File: config.mk
export PLATFORM = sky130hd
export DESIGN_NAME = micro_irq_controller
export DESIGN_NICKNAME = d
export VERILOG_FILES = /design/src/rtl/micro_irq_controller.sv
export SDC_FILE = /design/constraint.sdc
export NUM_CORES = 1
export LEC_CHECK = 0
export ABC_CLOCK_PERIOD_IN_PS = 5300
export CAP_MARGIN = 20
export CORE_UTILIZATION = 33
export CTS_CLUSTER_DIAMETER = 100
export DETAILED_ROUTE_END_ITERATION = 7
export PLACE_DENSITY = 0.67
export REMOVE_ABC_BUFFERS = 1
export SLEW_MARGIN = 20
export SYNTH_ARGS = -nofsm -noshare
export SYNTH_HDL_FRONTEND = slang
export SYNTH_SLANG_ARGS = --single-unit
File: constraint.sdc
create_clock -name clock -period 5.3 [get_ports clock]
set_clock_uncertainty 0.15 [all_clocks]
set_input_delay 1.06 -clock clock [delete_from_list [all_inputs] [get_ports clock]]
set_output_delay 1.06 -clock clock [all_outputs]
set_load 0.03 [all_outputs]
File: src/rtl/micro_irq_controller.sv
// ---------------------------------------------------------------------------
// micro_irq_controller
//
// Interrupt aggregator for the micro. Source requests are latched into a
// pending register and masked by an enable register. The lowest-indexed
// active source is presented to the forth_micro core as one registered
// interrupt line plus a 4-bit vector. The core claims an interrupt by reading
// VECTOR and retires it by writing EOI. There is no nesting.
//
// Configuration macro:
//   MICRO_IRQ_EDGE_DETECT_EN  defined   : pending sets on a rising edge of irq_in
//                             undefined : pending sets on every cycle irq_in is high
//
// Parameters:
//   WIDTHD  data bus width (>= NIRQ+1)
//   NIRQ    number of sources, 1..16, index 0 = highest priority
//
// Ports:
//   clock           system clock
//   clock_areset_n  asynchronous active-low reset
//   address         register select (0 PENDING, 1 ENABLE, 2 VECTOR, 3 EOI/FORCE)
//   writedata       write data
//   readdata        registered read data, valid when waitrequest drops
//   read / write    slave strobes
//   waitrequest     stalls the first cycle of every read
//   irq_in          source requests
//   irq             interrupt request to core
//   irq_vector      index of the highest-priority active source
// ---------------------------------------------------------------------------
module micro_irq_controller #(
    parameter int WIDTHD = 32,
    parameter int NIRQ   = 8
) (
    input  logic              clock,
    input  logic              clock_areset_n,
    input  logic [3:0]        address,
    input  logic [WIDTHD-1:0] writedata,
    output logic [WIDTHD-1:0] readdata,
    input  logic              read,
    input  logic              write,
    output logic              waitrequest,
    input  logic [NIRQ-1:0]   irq_in,
    output logic              irq,
    output logic [3:0]        irq_vector
);

    typedef enum logic {
        IDLE       = 1'b0,
        IN_SERVICE = 1'b1
    } state_t;

    state_t            state_reg, state_next;
    logic [NIRQ-1:0]   pending_reg, pending_next;
    logic [NIRQ-1:0]   enable_reg, enable_next;
    logic [WIDTHD-1:0] readdata_reg, readdata_next;
    logic              read_latency_reg, read_latency_next;
    logic              irq_reg, irq_next;
    logic [3:0]        irq_vector_reg, irq_vector_next;
    logic [3:0]        svc_idx_reg, svc_idx_next;

    logic [NIRQ-1:0]   active;
    logic [NIRQ-1:0]   capture_set;
    logic [NIRQ-1:0]   force_set;
    logic [NIRQ-1:0]   w1c_clear;
    logic [NIRQ-1:0]   eoi_clear;
    logic [3:0]        prio_idx;
    logic              any_active;
    logic [WIDTHD-1:0] rd_mux;
    logic              rd_accept;
    logic              wr_pending;
    logic              wr_enable;
    logic              wr_eoi;
    logic              eoi_fire;
    logic              vec_claim;
    logic              unused_wdata;

    // Only a few writedata bits are decoded; fold the rest into a sink.
    assign unused_wdata = ^writedata;

    // Register contents are sampled on the first (stalled) cycle of a read.
    assign rd_accept   = read & ~read_latency_reg;
    assign waitrequest = write ? 1'b0 : (read ? ~read_latency_reg : 1'b0);

    assign wr_pending = write & (address == 4'h0);
    assign wr_enable  = write & (address == 4'h1);
    assign wr_eoi     = write & (address == 4'h3);

    assign active     = pending_reg & enable_reg;
    assign any_active = |active;

    // EOI only retires something while a source is in service.
    assign eoi_fire  = wr_eoi & writedata[0] & (state_reg == IN_SERVICE);
    // A VECTOR read that returns valid=1 claims the source when idle.
    assign vec_claim = rd_accept & (address == 4'h2) & any_active & (state_reg == IDLE);

`ifdef MICRO_IRQ_EDGE_DETECT_EN
    logic [NIRQ-1:0] irq_in_d_reg;

    always_ff @(posedge clock or negedge clock_areset_n) begin
        if (!clock_areset_n) begin
            irq_in_d_reg <= '0;
        end else begin
            irq_in_d_reg <= irq_in;
        end
    end

    assign capture_set = irq_in & ~irq_in_d_reg;
`else
    assign capture_set = irq_in;
`endif

    // Per-source set/clear terms. Force bits live at [NIRQ+15:16]; any that
    // fall beyond the bus width simply cannot be forced.
    genvar gi;
    for (gi = 0; gi < NIRQ; gi++) begin : g_src
        if (16 + gi < WIDTHD) begin : g_force
            assign force_set[gi] = wr_eoi & writedata[16+gi];
        end else begin : g_no_force
            assign force_set[gi] = 1'b0;
        end
        assign w1c_clear[gi] = wr_pending & writedata[gi];
        assign eoi_clear[gi] = eoi_fire & (svc_idx_reg == 4'(gi));
    end

    // Lowest set index wins: scan downwards so the last hit is the lowest.
    always_comb begin
        prio_idx = 4'd0;
        for (int i = NIRQ - 1; i >= 0; i--) begin
            if (active[i]) begin
                prio_idx = 4'(i);
            end
        end
    end

    always_comb begin
        rd_mux = '0;
        case (address)
            4'h0: rd_mux[NIRQ-1:0] = pending_reg;
            4'h1: rd_mux[NIRQ-1:0] = enable_reg;
            4'h2: begin
                rd_mux[WIDTHD-1] = any_active;
                rd_mux[3:0]      = prio_idx;
            end
            default: rd_mux = '0;
        endcase
    end

    always_comb begin
        state_next   = state_reg;
        svc_idx_next = svc_idx_reg;
        case (state_reg)
            IDLE: begin
                if (vec_claim) begin
                    state_next   = IN_SERVICE;
                    svc_idx_next = prio_idx;
                end
            end
            IN_SERVICE: begin
                if (eoi_fire) begin
                    state_next = IDLE;
                end
            end
            default: state_next = IDLE;
        endcase

        // Sets are applied after clears so a same-cycle set wins.
        pending_next      = (pending_reg & ~(w1c_clear | eoi_clear)) | capture_set | force_set;
        enable_next       = wr_enable ? writedata[NIRQ-1:0] : enable_reg;
        read_latency_next = read_latency_reg ? 1'b0 : read;
        readdata_next     = rd_accept ? rd_mux : readdata_reg;

        // Outputs follow the current state, so after EOI the retired source
        // never reappears for a stray cycle.
        if (state_reg == IDLE) begin
            irq_next        = any_active;
            irq_vector_next = prio_idx;
        end else begin
            irq_next        = 1'b0;
            irq_vector_next = svc_idx_reg;
        end
    end

    always_ff @(posedge clock or negedge clock_areset_n) begin
        if (!clock_areset_n) begin
            state_reg        <= IDLE;
            pending_reg      <= '0;
            enable_reg       <= '0;
            readdata_reg     <= '0;
            read_latency_reg <= 1'b0;
            irq_reg          <= 1'b0;
            irq_vector_reg   <= 4'd0;
            svc_idx_reg      <= 4'd0;
        end else begin
            state_reg        <= state_next;
            pending_reg      <= pending_next;
            enable_reg       <= enable_next;
            readdata_reg     <= readdata_next;
            read_latency_reg <= read_latency_next;
            irq_reg          <= irq_next;
            irq_vector_reg   <= irq_vector_next;
            svc_idx_reg      <= svc_idx_next;
        end
    end

    assign readdata   = readdata_reg;
    assign irq        = irq_reg;
    assign irq_vector = irq_vector_reg;

endmodule

==> flow_summary_export.csv <==
group,metric,value,unit
timing,maxSlewHeadroom,0.355,
cts,clock_latency,0.29,ns
floorplan,die_height,76.1,um
placement,gp_congestion,0.842,
routing,wl_per_cell,14.1,um
global_routing,grt_pass1_vias,1339,
power_and_ir_drop,power.leakage,0.975,nW
floorplan,die-width,76.1,um
yosys,synth-main-ff-cell,"dfrtp_1",
yosys,synth-seq-area-share,0.469,
cells_and_area,largest_reg_flops,9,
setup_path,cp_num_buf_inv,3,
power_and_ir_drop,cellPowerDensity,329,nW/um^2
timing,hold_viol_final,0,
timing,setup_viol,0,
global_routing,grtUsageTotal,0.151,
cts,clkTransAtPathRegs,0.07,ns
cts,ctsResizeCount,0,
setup_path,required,4.09,ns
setup_path,cp_cell_sequence,"clkdlybuf4s50_1, nand2b_1, buf_4, nor2_1, clkdlybuf4s50_1",
cts,clock_path_buffers,2,
timing,fin_ws,1.51,ns
yosys,synth_top_area_frac,0.469,
global_routing,grt_max_degree,35,
routing,vias_per_cell,5.01,
placement,place_inst,275,
yosys,synth_most_common_cell,"dfrtp_1",
cts,postCtsHoldBufs,0,
cts,cts_buffers,5,
yosys,syn_area,1810,sq um
timing,min_period_over_period,0.716,
floorplan,floorplan.initialDensity,0.348,
setup_path,worst_setup_path_start_kind,"input pin",
setup_path,crit_path_top_delay_cell,"clkdlybuf4s50_1",
yosys,synthArstFlopShare,1.00,
routing,finalWirelength,4.00,mm
cts,cts.sinks,34,
hold_path,hp-class,"reg2reg",
outcome,outcome,"finished, final reports clean",
routing,drtIter0Drc,101,
cts,tritoncts,"done",
yosys,synth_edf_count,0,
setup_path,max_stage_delay,0.68,ns
cells_and_area,drive_gt1_frac,0.122,
placement,dp_slack,1.52,ns
cts,clockRootBuffer,"clkbuf_8",
yosys,syn_area_per_cell,11.1,sq um
power_and_ir_drop,irDropWorstVdd,161,uV
floorplan,dieArea,5790,sq um
cells_and_area,area_growth,29.3,%
floorplan,io_pins,86,
yosys,synthTopCellsByArea,"dfrtp_1 (47%), buf_4 (9.9%), a221o_1 (6.1%)",
routing,vias,1418,
cells_and_area,nets,260,
yosys,synth_common_cells,"dfrtp_1 (34), buf_4 (24), nand2_1 (15)",
routing,detail-route-antenna-nets,0,
cts,post_cts_buffers,0,
yosys,ys_ff_latch,34,
cells_and_area,n_antenna_cell,0,
placement,dp_hpwl,3.01,mm
floorplan,rows,26,
routing,drcViolationCount,0,
setup_path,critPathKind,"in2out",
setup_path,crit_fanout,21,
timing,min_period,3.79,ns
cts,htreeDepth,2,
cells_and_area,instances_no_fill,283,
setup_path,end_kind,"output pin",
yosys,yosys_warnings,0,
timing,rsz0062_at_grt,"no",
job,cap_violations,0,
placement,io_buffers,45,
yosys,yosysTopAreaCell,"dfrtp_1",
global_routing,grt_pass1_wl,6.73,mm
routing,dr.pass1.iters,4,
timing,fmax,264,MHz
setup_path,cpMostUsedCell,"clkdlybuf4s50_1",
timing,tns,0,ns
global_routing,antenna_found_initial,0,
timing,final_max_slew_viol_count,0,
yosys,ys_types,33,
setup_path,critPathArrivalTime,2.58,ns
yosys,post_synth_inst_count,164,
timing,worstMarginPinSlew,0.959,ns
floorplan,core_area,5200,sq um
power_and_ir_drop,p_total,772,uW
global_routing,overflow,0,
setup_path,critPathTopFamily,"buffers and inverters",
worst reg2reg max path: stages, from the launching register on:
cell and delay, ns:
dfrtp_1 0.53, nand4_1 0.14, nor4_1 0.75, a22oi_1 0.22, a221o_1 0.33
cell families after synthesis:
group | share of synthesized area
flops | 0.469
mux | 0.125
buf+inv | 0.112
simple gates | 0.123
other cells | 0.00207
compound gates | 0.168
path summary, 6_finish.rpt:
| kind | startpoint | end | slack [ns] | cells past startpoint |
|---|---|---|---|---|
| min reg2reg | readdata[7] | readdata[7] | 0.33 | 2 |
| max | read | waitrequest | 1.51 | 5 |
| max reg2reg | state_reg | pending_reg[6] | 3.08 | 4 |
| min | readdata[7] | readdata[7] | 0.33 | 2 |
| max in group asynchronous | clock_areset_n | enable_reg[2] | 3.66 | 2 |
| min in group asynchronous | clock_areset_n | readdata[5] | 1.04 | 2 |
power by group:
part | leakage [nW] | internal (mW) | switching (mW)
registers | 0.406 | 0.300 | 0.0443
logic | 0.520 | 0.109 | 0.125
clock network | 0.0482 | 0.105 | 0.0888
final cells by class:
type	count	area, sq um
fill	515	2860
inverter	1	3.75
multi-input combinational	123	845
timing repair buffer	47	465
sequential	34	851
clock buffer	7	86.3
clock inverter	1	5.00
tap	70	87.6
stage by stage:
stage / utilization / instance area (sq um) / hold slack, ns
4_1_cts: 0.450 / 2340 / 0.334
3_3_place_gp: 0.433 / 2250 / 0.317
2_1_floorplan: - / 1700 / 0.337
3_5_place_dp: 0.433 / 2250 / 0.319
5_1_grt: 0.450 / 2340 / 0.365
6_report: 0.450 / 2340 / 0.331
cells in the final DEF, fill, tap and decap left out, drive strengths merged, types with 2 or more instances in the layout:
cell type      synthesis  final
clkdlybuf4s50          0     45
mux2i                  8      8
conb                   1     24
a22oi                  7      7
o31ai                  7      7
a221o                 11     11
or3                    3      3
nor3                   4      4
nand2                 15     15
dfrtp                 34     34
buf                   25      2
clkbuf                 4      7
mux2                  12     12
a32oi                  3      3
nor4                   3      3
nor2                   8      8
nand3                  2      2
nor2b                  2      2
a22o                   4      4
metal layers:
layer / wire length (um) / global-route usage
met2: 1700 / 0.213
met4: 92 / 0.0654
met5: 0 / 0
met1: 1910 / 0.210
met3: 302 / 0.0479
No activity file was read; power rests on OpenSTA's default activity.
